--- config.mk ---
export PLATFORM = sky130hd
export DESIGN_NAME = minimax_wb_arb
export DESIGN_NICKNAME = d
export VERILOG_FILES = /design/src/rtl/minimax_pkg.sv /design/src/rtl/minimax_wb_fifo.sv /design/src/rtl/minimax_wb_arb.sv
export SDC_FILE = /design/constraint.sdc
export NUM_CORES = 1
export LEC_CHECK = 0
export CAP_MARGIN = 20
export CORE_AREA = 2 2 109 216
export DETAILED_ROUTE_END_ITERATION = 10
export DIE_AREA = 0 0 111 218
export GPL_TIMING_DRIVEN = 0
export PLACE_DENSITY_LB_ADDON = 0.2
export SLEW_MARGIN = 10
export SYNTH_ARGS = -nofsm -noshare
export SYNTH_HDL_FRONTEND = slang
export SYNTH_SLANG_ARGS = --single-unit
--- constraint.sdc ---
create_clock -name clk -period 2.6 [get_ports clk]
set_input_delay 0.65 -clock clk [delete_from_list [all_inputs] [get_ports clk]]
set_output_delay 0.65 -clock clk [all_outputs]
set_load 0.01 [all_outputs]
--- src/rtl/minimax_pkg.sv ---
// Shared types and constants for the minimax writeback path.
package minimax_pkg;

    localparam int REG_ADDR_W = 5;
    localparam int XLEN       = 32;

    typedef struct packed {
        logic                  uc;
        logic [REG_ADDR_W-1:0] addr;
        logic [XLEN-1:0]       data;
    } wb_req_t;

    // Flat scoreboard index: microcode bank occupies the upper 32 entries.
    function automatic logic [5:0] sb_idx(input logic uc, input logic [REG_ADDR_W-1:0] addr);
        return {uc, addr};
    endfunction

endpackage

--- src/rtl/minimax_wb_fifo.sv ---
// Synchronous FIFO of writeback requests; extra pointer MSB distinguishes full from empty.
module minimax_wb_fifo
    import minimax_pkg::*;
#(
    parameter int DEPTH = 4
) (
    input  logic    clk,
    input  logic    reset,
    input  logic    push,
    input  wb_req_t push_req,
    input  logic    pop,
    output wb_req_t head,
    output logic    full,
    output logic    empty
);

    localparam int AW = $clog2(DEPTH);

    logic [AW:0] wr_ptr_r;
    logic [AW:0] rd_ptr_r;
    wb_req_t     mem_r [DEPTH];
    logic        do_push_s;
    logic        do_pop_s;

    assign empty     = (wr_ptr_r == rd_ptr_r);
    assign full      = (wr_ptr_r[AW] != rd_ptr_r[AW]) && (wr_ptr_r[AW-1:0] == rd_ptr_r[AW-1:0]);
    assign do_push_s = push && !full;
    assign do_pop_s  = pop && !empty;
    assign head      = mem_r[rd_ptr_r[AW-1:0]];

    // Pointer state; storage needs no reset because the pointers define validity.
    always_ff @(posedge clk) begin
        if (reset) begin
            wr_ptr_r <= '0;
            rd_ptr_r <= '0;
        end else begin
            if (do_push_s) begin
                wr_ptr_r <= wr_ptr_r + (AW+1)'(1);
            end
            if (do_pop_s) begin
                rd_ptr_r <= rd_ptr_r + (AW+1)'(1);
            end
        end
    end

    // Entry storage write.
    always_ff @(posedge clk) begin
        if (do_push_s) begin
            mem_r[wr_ptr_r[AW-1:0]] <= push_req;
        end
    end

endmodule

--- src/rtl/minimax_wb_arb.sv ---
// Writeback arbiter: ALU results vs. buffered load responses, plus pending-load scoreboard.
// Optional operand bypass outputs (byp_hit/byp_data) are enabled by MINIMAX_WB_BYPASS_EN.
module minimax_wb_arb
    import minimax_pkg::*;
#(
    parameter int LD_DEPTH     = 4,
    parameter int STARVE_LIMIT = 8
) (
    input  logic                  clk,
    input  logic                  reset,
    input  logic                  alu_valid,
    output logic                  alu_ready,
    input  logic [REG_ADDR_W-1:0] alu_addr,
    input  logic                  alu_uc,
    input  logic [XLEN-1:0]       alu_data,
    input  logic                  ld_valid,
    output logic                  ld_ready,
    input  logic [REG_ADDR_W-1:0] ld_addr,
    input  logic                  ld_uc,
    input  logic [XLEN-1:0]       ld_data,
    input  logic                  iss_valid,
    input  logic [REG_ADDR_W-1:0] iss_addr,
    input  logic                  iss_uc,
    input  logic [REG_ADDR_W-1:0] q_addr,
    input  logic                  q_uc,
    output logic                  q_pending,
    output logic                  wb_we,
    output logic [REG_ADDR_W-1:0] wb_addr,
    output logic                  wb_uc,
    output logic [XLEN-1:0]       wb_data
`ifdef MINIMAX_WB_BYPASS_EN
    ,
    output logic                  byp_hit,
    output logic [XLEN-1:0]       byp_data
`endif
);

    localparam int             SW         = $clog2(STARVE_LIMIT + 1);
    localparam logic [SW-1:0]  STARVE_MAX = SW'(STARVE_LIMIT);

    logic                  fifo_full_s;
    logic                  fifo_empty_s;
    wb_req_t               fifo_head_s;
    wb_req_t               ld_req_s;
    logic                  ld_push_s;
    logic                  fifo_pop_s;
    logic                  alu_win_s;
    logic                  win_valid_s;
    wb_req_t               win_req_s;
    logic [SW-1:0]         starve_r;
    logic [SW-1:0]         starve_nxt_s;
    logic [63:0]           sb_r;
    logic [63:0]           sb_nxt_s;
    logic                  wb_we_r;
    logic [REG_ADDR_W-1:0] wb_addr_r;
    logic                  wb_uc_r;
    logic [XLEN-1:0]       wb_data_r;

    assign ld_ready  = !fifo_full_s;
    assign ld_push_s = ld_valid && !fifo_full_s;
    assign ld_req_s  = '{uc: ld_uc, addr: ld_addr, data: ld_data};
    assign alu_ready = !(!fifo_empty_s && (starve_r == STARVE_MAX));
    assign alu_win_s = alu_valid && alu_ready;

    minimax_wb_fifo #(
        .DEPTH (LD_DEPTH)
    ) u_fifo (
        .clk      (clk),
        .reset    (reset),
        .push     (ld_push_s),
        .push_req (ld_req_s),
        .pop      (fifo_pop_s),
        .head     (fifo_head_s),
        .full     (fifo_full_s),
        .empty    (fifo_empty_s)
    );

    // Winner selection: accepted ALU request first, then FIFO head.
    always_comb begin
        win_valid_s = 1'b0;
        win_req_s   = '0;
        fifo_pop_s  = 1'b0;
        if (alu_win_s) begin
            win_valid_s = 1'b1;
            win_req_s   = '{uc: alu_uc, addr: alu_addr, data: alu_data};
        end else if (!fifo_empty_s) begin
            win_valid_s = 1'b1;
            win_req_s   = fifo_head_s;
            fifo_pop_s  = 1'b1;
        end else begin
            win_valid_s = 1'b0;
        end
    end

    // Starve counter counts ALU wins over a waiting load and saturates at the limit.
    always_comb begin
        starve_nxt_s = '0;
        if (alu_win_s && !fifo_empty_s) begin
            if (starve_r == STARVE_MAX) begin
                starve_nxt_s = starve_r;
            end else begin
                starve_nxt_s = starve_r + SW'(1);
            end
        end else begin
            starve_nxt_s = '0;
        end
    end

    // Scoreboard update; the set is applied last so it wins over a same-cycle clear.
    always_comb begin
        sb_nxt_s = sb_r;
        if (fifo_pop_s) begin
            sb_nxt_s[sb_idx(fifo_head_s.uc, fifo_head_s.addr)] = 1'b0;
        end else begin
            sb_nxt_s = sb_r;
        end
        if (iss_valid && (iss_addr != 5'd0)) begin
            sb_nxt_s[sb_idx(iss_uc, iss_addr)] = 1'b1;
        end else begin
            sb_nxt_s[0] = 1'b0;
        end
    end

    // State and registered RF write port; x0 winners are consumed without a write.
    always_ff @(posedge clk) begin
        if (reset) begin
            starve_r  <= '0;
            sb_r      <= 64'd0;
            wb_we_r   <= 1'b0;
            wb_addr_r <= 5'd0;
            wb_uc_r   <= 1'b0;
            wb_data_r <= 32'd0;
        end else begin
            starve_r <= starve_nxt_s;
            sb_r     <= sb_nxt_s;
            wb_we_r  <= win_valid_s && (win_req_s.addr != 5'd0);
            if (win_valid_s) begin
                wb_addr_r <= win_req_s.addr;
                wb_uc_r   <= win_req_s.uc;
                wb_data_r <= win_req_s.data;
            end
        end
    end

    assign q_pending = (q_addr != 5'd0) && sb_r[sb_idx(q_uc, q_addr)];
    assign wb_we     = wb_we_r;
    assign wb_addr   = wb_addr_r;
    assign wb_uc     = wb_uc_r;
    assign wb_data   = wb_data_r;

`ifdef MINIMAX_WB_BYPASS_EN
    assign byp_hit  = wb_we_r && ({wb_uc_r, wb_addr_r} == {q_uc, q_addr}) && (q_addr != 5'd0);
    assign byp_data = wb_data_r;
`endif

endmodule

After elaboration in Yosys (flattened, before gate mapping). Memory sizes are Yosys's and may differ from the RTL's. A register that Yosys moved wholly into a read port is not among the register bits. Cells that the tools add are included.

Memories kept: 1. Word-level logic and storage cells: 64. Memory bits (writable): 152. Flip-flop bits (word level): 113. Input bits: 93. Output and inout bits: 42.

Bitwise gates (word level): 5. Multiplexer cells: 17. Reduce and logical (&&, ||, !) cells: 20. Add/subtract/negate cells: 3. Magnitude comparators: 5. Equality and inequality tests: 4.

Memory list: u_fifo.mem_r (words 4, bits a word 38, read ports 1, clocked after Yosys merged registers in 1, write ports 1, line minimax_wb_fifo.sv:21) `wb_req_t mem_r [DEPTH];`.

Operators with widths (count): 38-bit 2-to-1 mux (2); 64-bit AND (1); 64-bit 2-to-1 mux (1); 64-bit NOT (1); 64-bit OR (1); 63-bit 2-to-1 mux (1); 6-bit by 7-bit < comparator with 1-bit output, second input constant (3); 5-bit nonzero test (3); 1-bit demux with 6-bit select (2); 6-bit by 1-bit greater-or-equal comparator with 1-bit output, second input constant (2); 1-bit logical AND (12); 1-bit 2-to-1 mux (8); 3-bit by 1-bit adder with 3-bit output, second input constant (2); 1-bit binary-select mux with 6-bit select (1); 4-bit by 1-bit adder with 4-bit output, second input constant (1); 4-bit equality test, second input constant (1); 2-bit 2-to-1 mux (2); 2-bit OR reduction (2); 3-bit equality test (1); 1-bit zero test (3); 2-bit equality test (1); 1-bit NOT (2); 1-bit inequality test (1).

Longest topological paths before layout.
Depth in word-level cells: 9. Gate-level depth with buffers: 9. Mapped depth without buffers: 8.

Modules after synthesis. A second synthesis with hierarchy kept.

Cell total of the unflattened synthesis: 866. Area, all modules: 11310.8 µm².

By module, submodules not included: minimax_wb_fifo (area an instance 6047.0 µm², times used 1, seq. area each 4724.5 µm², cells an instance 266); minimax_wb_arb (area an instance 5263.8 µm², times used 1, seq. area each 2142.1 µm², cells an instance 600).

Worst setup path after synthesis. Ideal clock, no wire load.

Path type: input to output. Start point: in q_addr[0]. End point: out q_pending. Buffers on the path: 2. Path slack: -197 ps. Data arrival time: 2147 ps. Required time: 1950 ps. Stages on the path: 7. Path through: buf_2 > buf_2 > mux4_2 > nor2b_1 > a211o_1 > a311oi_1 > a311oi_1.

Word-level cells in the longest chain between the ends: 3. Elaborated cells between the ends (all ways): 4. Those cells by class: mux (2); reduce/logical (2).

RTL lines: from (decl) (line minimax_wb_arb.sv:24) `input logic [REG_ADDR_W-1:0] q_addr,`; 1-bit binary-select mux with 6-bit select (line minimax_wb_arb.sv:145) `assign q_pending = (q_addr != 5'd0) && sb_r[sb_idx(q_uc, q_addr)];`; 1-bit 2-to-1 mux (implied by the code) (line minimax_wb_arb.sv:145); 1-bit logical AND * (line minimax_wb_arb.sv:145); to (decl) (line minimax_wb_arb.sv:26) `output logic q_pending,`.

Every way passes the cells marked *; elsewhere a longest branch is shown, timed or not. The select of a mux whose other input is x is not followed.

Worst setup path after layout.
Start point: reg sb_r[63]. End point: out q_pending.

Word-level cells in the longest chain between the ends: 3.

RTL lines: from (decl) (line minimax_wb_arb.sv:52) `logic [63:0] sb_r;`; from (signal assigned) (line minimax_wb_arb.sv:135) `sb_r <= sb_nxt_s;`; 1-bit binary-select mux with 6-bit select (line minimax_wb_arb.sv:145); 1-bit 2-to-1 mux (implied by the code) (line minimax_wb_arb.sv:145); 1-bit logical AND (line minimax_wb_arb.sv:145).

No other way between the ends. The select of a mux whose other input is x is not followed.

==> impl_metrics.env <==
export IMPL_cap_violations=0
export IMPL_fillCellCount=1763
export IMPL_gp_congestion=0.924
export IMPL_combinationalPowerShare=0.196
export IMPL_clkLatencyLatePin_ns=0.53
export IMPL_drv_slew=0
export IMPL_grt_start_max_net_pins=26
export IMPL_ant_nets=0
export IMPL_syn_area_per_cell_um2=12.9
export IMPL_slew_headroom=0.370
export IMPL_rrSetupSlack_ns=0.21
export IMPL_whs_ns=0.471
export IMPL_min_period_ns=2.82
export IMPL_synth_edf_count=152
export IMPL_stdcell_area_um2=13800
export IMPL_cp_end_kind="output pin"
export IMPL_hp_start="sb_r[0]"
export IMPL_fmax_mhz=355
export IMPL_place_hpwl_um=21000
export IMPL_grt_usage=0.243
export IMPL_drive_gt1_frac=0.151
export IMPL_io_pins=135
export IMPL_violations="setup timing"
export IMPL_nets=1125
export IMPL_placed_area_um2=12900
export IMPL_grt_setup_unrepaired="yes"
export IMPL_tightest_slew_ns=0.940
export IMPL_clock_power_share=0.346
export IMPL_cts_hold_buf=0
export IMPL_ys_seq_elements=267
export IMPL_critPathMaxFanout=2
export IMPL_ys_warn_count=0
export IMPL_cp_startpoint="sb_r[63]"
export IMPL_fin_crit_sh=1.08
export IMPL_p_per_area_nw_per_um2=764
export IMPL_drtIter0Drc=454
export IMPL_peakVddDrop_v=0.000668
export IMPL_p_int_w=0.00771
export IMPL_syn_cell_area_um2=11100
export IMPL_cts_root_buffer_cell="clkbuf_16"
export IMPL_cts_sinks=267
export IMPL_ys_seq_area_frac=0.619
export IMPL_drt_vias_per_instance=5.88
export IMPL_critical_path_arrival_ns=2.17
export IMPL_path_class="register to output pin"
export IMPL_p_switching_w=0.00285
export IMPL_row_count=78
export IMPL_synthTopCellsByCount="edfxtp_1, dfxtp_1, nor2_1"
export IMPL_hold_viol=0
export IMPL_io_buffers=129
export IMPL_grt_pass1_wl_um=44900
export IMPL_netSwitchingFraction=0.270
export IMPL_routed_wl_um=29600
export IMPL_synthDistinctLibCells=44
export IMPL_status="finished, violations left"
export IMPL_yosysMostFrequentCell="edfxtp_1"
export IMPL_first_pass_iters=5
export IMPL_wire_per_inst_um=22.4
export IMPL_p_leak_nw=4.50
export IMPL_startpoint_type="register"
export IMPL_synth_nets=962
export IMPL_async_reset_ff_frac=0
export IMPL_cp_required_ns=1.95
export IMPL_antenna_found_initial=0
export IMPL_yosys_top_cells_area="edfxtp_1, dfxtp_1, mux4_2, a21oi_1, nor2_1"
export IMPL_setup_tns_ns=-0.217
export IMPL_yosys_most_used_dff="edfxtp_1"
export IMPL_fin_worst_skew_ns=0.0130
export IMPL_start_util=0.492
export IMPL_synth_top_area_frac=0.412
export IMPL_cts_buffers=23
export IMPL_antennaDiodeCount=0
export IMPL_synthCells=862
export IMPL_yosys_area_top_type="edfxtp_1"
export IMPL_seqPwrFrac=0.458
export IMPL_cts_max_level=1
export IMPL_utilization=0.613
export IMPL_vias=7772
export IMPL_grt_pass1_vias=8276
export IMPL_clk_pin_slew_worst_paths_ns=0.07
export IMPL_preCtsSetupSlack_ns=-1.20
export IMPL_syn_to_final_growth_pct=24.6
export IMPL_drc=0
export IMPL_hp_class="register to register"
export IMPL_cts_buffer_depth=3
export IMPL_fp_dieArea_um2=24200
export IMPL_setup_slack_ns=-0.217
export IMPL_overflow=0
export IMPL_fp_dieW_um=111
export IMPL_setup_viol=1
export IMPL_cts_tree="yes"
export IMPL_die_h_um=218
export IMPL_core_um2=22500
-- final timing paths --
path | cells after the start | endpoint
min reg2reg | 2 | sb_r[0]
min | 2 | sb_r[0]
max | 5 | q_pending
max reg2reg | 6 | wb_data[29]
-- placed cells by master, fill, tap and decap left out, types with 5 or more instances in the layout --
cell | netlist | final
edfxtp_1 | 152 | 152
clkdlybuf4s50_1 | 0 | 125
dfxtp_1 | 115 | 110
nor2_1 | 85 | 85
nand2_1 | 83 | 82
a21oi_1 | 69 | 69
o21ai_0 | 62 | 62
mux4_2 | 54 | 54
clkbuf_1 | 27 | 30
and2_1 | 29 | 25
a211oi_1 | 25 | 24
clkbuf_16 | 0 | 24
a2111oi_0 | 16 | 16
nor3_1 | 13 | 13
a2111oi_2 | 10 | 10
buf_4 | 5 | 9
o22ai_1 | 9 | 9
xnor2_1 | 8 | 8
buf_2 | 11 | 8
nand2b_1 | 7 | 7
nand3b_1 | 7 | 7
buf_1 | 7 | 7
ha_1 | 7 | 7
nor2b_1 | 6 | 6
nand3_1 | 9 | 6
mux2i_1 | 5 | 5
inv_6 | 0 | 5
dfxtp_2 | 0 | 5
-- power by group through the flow --
stage,combinational (W),sequential [W],clock (W)
final,0.00207,0.00483,0.00366
after global routing,0.00222,0.00485,0.00385
after floorplan,0.00117,0.00493,0
after CTS,0.00206,0.00483,0.00371
after global placement,0.00198,0.00492,0
after detailed placement,0.00203,0.00492,0
-- cells by family (layout without fill, tap and decap cells) --
| kind of cell | count (synthesis) | count (layout) | share of synthesized area |
|---|---|---|---|
| AND/OR/NAND/NOR | 254 | 254 | 0.107 |
| adder cells (fa/ha/maj) | 7 | 7 | 0.00790 |
| buffers and inverters | 56 | 235 | 0.0226 |
| AO/OA/AOI/OAI | 205 | 205 | 0.118 |
| flip-flops | 267 | 267 | 0.619 |
| XOR/XNOR | 13 | 13 | 0.0103 |
| multiplexers | 60 | 60 | 0.115 |
-- layout make-up --
| type | instances | area, um2 | area share |
|---|---|---|---|
| well taps | 280 | 350 | 0.0254 |
| repair buffers | 139 | 1430 | 0.104 |
| clock buffers | 26 | 587 | 0.0425 |
| clock inverters | 15 | 209 | 0.0151 |
| inverters | 5 | 23.8 | 0.00172 |
| flip-flops and latches | 267 | 6870 | 0.498 |
| multi-input cells | 539 | 4060 | 0.294 |
| plain buffers | 50 | 287 | 0.0207 |
-- metrics by stage --
stage | std cells | power [W]
6_report | 1321 | 0.0106
4_1_cts | 1319 | 0.0106
3_5_place_dp | 1276 | 0.00695
3_3_place_gp | 1271 | 0.00690
2_1_floorplan | 862 | 0.00610
5_1_grt | 1321 | 0.0109
-- registers in the layout, summed over array words and instances (netlist names), named ones only --
register	flops
starve_r	4
wb_data	32
u_fifo.wr_ptr_r	3
u_fifo.rd_ptr_r	3
wb_we	1
wb_uc	1
sb_r	64
u_fifo.mem_r	152
wb_addr	5
-- critical path, stage by stage (launching register included) --
cell	delay (ns)
dfxtp_1	0.31
mux4_2	0.47
mux4_2	0.54
nand2_2	0.09
a311oi_2	0.09
buf_2	0.15
-- metal layers --
layer / part of all wire / GRT usage / vias up / routed length [um]
li1: - / - / 3572 / -
met1: 0.35 / 0.250 / 3814 / 10200
met2: 0.54 / 0.462 / 289 / 16100
met3: 0.053 / 0.0350 / 97 / 1570
met4: 0.056 / 0.141 / 0 / 1670
met5: 0 / 0 / - / 0
-- timing repair --
| action | 4_1_cts | 5_1_grt |
|---|---|---|
| setup buffers | 3 | 1 |
| resized for setup | 25 | 11 |
| endpoints found under the setup margin | 3 | 34 |
| cloned | 0 | 1 |
| pin swaps | 5 | 3 |
Power figures use the tool's default switching activity.
==> edit 1: new RTL, same settings <==
Take the reset off `sb_r` and load it in a clocked block of its own.
--- a/src/rtl/minimax_wb_arb.sv
+++ b/src/rtl/minimax_wb_arb.sv
@@ -126,5 +126,4 @@
         if (reset) begin
             starve_r  <= '0;
-            sb_r      <= 64'd0;
             wb_we_r   <= 1'b0;
             wb_addr_r <= 5'd0;
@@ -133,5 +132,4 @@
         end else begin
             starve_r <= starve_nxt_s;
-            sb_r     <= sb_nxt_s;
             wb_we_r  <= win_valid_s && (win_req_s.addr != 5'd0);
             if (win_valid_s) begin
@@ -141,4 +139,8 @@
             end
         end
+    end
+
+    always_ff @(posedge clk) begin
+        sb_r <= sb_nxt_s;
     end
 
Behaviour: not the same (Yosys sat finds a counterexample within 4 cycles, from zero or initial values and one cycle with reset high).
==> edit 1 against the original RTL <==
  * The flow still finishes with violations (setup timing)
  * Sequential share of layout area rose by 1.5 points
  * Cell area decreased by 3.0%
  * Routed wire length decreased by 5.7%
  * Sequential power is 8.1% higher
  * Setup slack about the same
  * Power increased by 4.1%
  * Critical path type is now input pin to primary output
  * Highest routed layer unchanged
  * Count of clock-buffer cells in the layout rose by 7
  * Fmax barely moved
  * Sequential cell count is the same
  * Synthesized area shrank 3.5%
==> edit 1: results <==
export IMPL_synth_nets=896
export IMPL_critPathMaxStageDelay_ps=280
export IMPL_bufAreaShareNonClock_pct=12.8
export IMPL_fin_ws_ps=-217
export IMPL_multi_input_area_mm2=0.00370
export IMPL_grt_max_degree=30
export IMPL_worstPathMaxFanout=3
export IMPL_violations="setup timing"
export IMPL_grt_pass1_wl_um=42400
export IMPL_fin_setup_tns_ps=-217
export IMPL_synthXorXnorAreaFrac_pct=1.06
export IMPL_clock_skew_ps=14.5
export IMPL_drt_pass1_iter_count=7
export IMPL_r2r_cells=9
export IMPL_status="complete, but fails checks"
export IMPL_clock_cell_area_share_pct=5.39
export IMPL_nClkBuffers=33
export IMPL_dp_hpwl_um=19900
export IMPL_viasPerCell=5.81
export IMPL_synthAdderAreaFrac_pct=0.819
export IMPL_synthCells=796
export IMPL_synth_top_cells_by_count="edfxtp_1, dfxtp_1, o21ai_0, nor2_1, nand2_1"
export IMPL_ys_top_cells_by_area="edfxtp_1, dfxtp_1, mux4_2"
export IMPL_wl_um=27900
export IMPL_finalPower_mw=11.0
export IMPL_postPlaceCellArea_mm2=0.0125
export IMPL_switchingPower_mw=3.00
export IMPL_synth_seq_area_share_pct=64.2
export IMPL_comb_power_share_pct=22.3
export IMPL_io_buffers=130
export IMPL_grt_usage_pct=22.9
export IMPL_seq_share_pct=51.3
export IMPL_grt_pass1_vias=7426
export IMPL_ir_drop_mv=0.761
export IMPL_synth_compound_area_share_pct=10.0
export IMPL_max_slew_margin_rel_pct=57.0
export IMPL_multi_input_gates=482
export IMPL_synthMuxAreaShare_pct=11.9
export IMPL_setup_violations=1
export IMPL_hold_depth=1
export IMPL_gp_congestion=0.973
export IMPL_pre_cts_ws_ps=-1400
export IMPL_nNonClkInverters=8
## edit 1: worst paths after layout
| path | start | endpoint | slack (ps) |
|---|---|---|---|
| worst max-delay path | q_addr[1] | q_pending | -220 |
| worst min-delay path | sb_r[32]$_DFF_P_ | sb_r[32]$_DFF_P_ | 450 |
| worst max register to register | starve_r[0]$_SDFFE_PP0P_ | sb_r[17]$_DFF_P_ | 160 |
| worst min register to register | sb_r[32]$_DFF_P_ | sb_r[32]$_DFF_P_ | 450 |
## edit 1: timing repair
item                                    CTS  global route
pin swaps                                 5             5
gates resized for setup                  31             3
endpoints found under the setup margin   16             8
setup buffers                             8             8
## edit 1: metal layers
metal / vias to the layer above / part of all wire (%) / track usage [%]
met2: 268 / 54 / 42.2
met4: 0 / 5.2 / 12.4
met1: 3640 / 35 / 24.7
met3: 65 / 5.8 / 3.81
met5: - / 0 / 0
li1: 3390 / - / -
==> edit 2: new RTL, config.mk and constraints unchanged <==
Made on the original files. Set the parameter `LD_DEPTH` to 2 (it was 4).
--- a/src/rtl/minimax_wb_arb.sv
+++ b/src/rtl/minimax_wb_arb.sv
@@ -4,5 +4,5 @@
     import minimax_pkg::*;
 #(
-    parameter int LD_DEPTH     = 4,
+    parameter int LD_DEPTH     = 2,
     parameter int STARVE_LIMIT = 8
 ) (
Check against the original RTL: not equivalent (a bounded check fails within 4 cycles, from zero or initial values and one cycle with reset high).
==> edit 2 against the original RTL <==
  * The run still ends with setup timing left
  * Power down 20%
  * Fmax is 1.9% lower
  * Worst hold slack got worse by 5.9 ps
  * Cell area down 26%
  * Synthesized area down 30%
  * Routed wire length down 23%
  * Clock power down 33%
  * Cell count fell by 13%
  * Setup slack lost 55 ps
  * Sequential cell count decreased by 80
  * Utilization decreased by 16 points
==> edit 2: results <==
export IMPL_status="complete, but fails checks"
export IMPL_violations="setup timing"
export IMPL_finalNonFillerCells=1150
export IMPL_placedCellCount=1112
export IMPL_grtUsageMet3_pct=5.03
export IMPL_vias=6074
export IMPL_synth_cell_type_count=51
export IMPL_io_buffers=128
export IMPL_pre_cts_ws_ps=-1240
export IMPL_power_leakage_nw=3.45
export IMPL_grt_pass1_wl_um=34700
export IMPL_fin_setup_tns_ps=-272
export IMPL_p_clk_share_pct=29.3
export IMPL_setup_violations=1
export IMPL_nets=952
export IMPL_routed_wl_met3_um=1190
export IMPL_met2_usage_pct=37.1
export IMPL_m1WireLength_um=7910
export IMPL_insertion_delay_ps=440
export IMPL_cts_made_buffers=17
export IMPL_worstMarginPinSlew_ps=1100
export IMPL_synth_edf_count=76
export IMPL_seqPwrFrac_pct=42.7
export IMPL_cts_buffer_depth=2
export IMPL_ys_top_cells_by_area="edfxtp_1, dfxtp_1, nand2_1"
export IMPL_htree_levels=4
export IMPL_drtIter0Drc=298
export IMPL_dp_hpwl_um=16800
export IMPL_largest_reg_flops=76
export IMPL_fin_ws_ps=-272
edit 2: changes by cell type in the layout (fill, tap and decap cells not counted), sizes merged, moves of 19 or more:
cell and change:
a2111oi -21, a211oi -25, a222oi +26, and2 -28, edfxtp -76, mux2 +31
mux4 -40, nand2 +19, nor2 -22
edit 2: logic make-up after synthesis:
kind of cell | after synthesis | synth area share (%)
AO/OA/AOI/OAI | 189 | 15.2
XOR/XNOR | 9 | 1.21
adder cells (fa/ha/maj) | 2 | 0.323
buffers and inverters | 48 | 2.95
flip-flops | 187 | 58.1
multiplexers | 63 | 11.2
AND/OR/NAND/NOR | 203 | 11.1
edit 2: path summary, 6_finish.rpt:
kind / cells after the start / slack, ps / endpoint / start
max: 8 / -270 / q_pending / q_addr[1]
min: 2 / 470 / sb_r[0]$_SDFF_PP0_ / sb_r[0]$_SDFF_PP0_
max reg2reg: 7 / 250 / sb_r[62]$_SDFF_PP0_ / starve_r[0]$_SDFFE_PP0P_
min reg2reg: 2 / 470 / sb_r[0]$_SDFF_PP0_ / sb_r[0]$_SDFF_PP0_
edit 2: what timing repair did:
| item | 4_1_cts | 5_1_grt |
|---|---|---|
| gates resized for setup | 24 | 14 |
| buffers inserted | 3 | 3 |
| pin swaps | 3 | 2 |
| endpoints found under the setup margin | 3 | 5 |
edit 2: worst max-delay path, stage by stage:
cell     delay [ps]
buf_8            80
buf_12          130
mux4_2          520
mux2i_2         180
nor2_1           60
o311a_1         290
a31o_1          180
buf_2           130
edit 2: layout make-up:
cell class                      instances  area [um^2]  area share [%]
Buffer                                 41          249            2.45
Clock buffer                           17          425            4.18
Clock inverter                         15          134            1.32
Inverter                                7         26.3           0.258
Multi-Input combinational cell        466         3100            30.5
Sequential cell                       187         4510            44.3
Tap cell                              280          350            3.45
Timing Repair Buffer                  137         1380            13.6
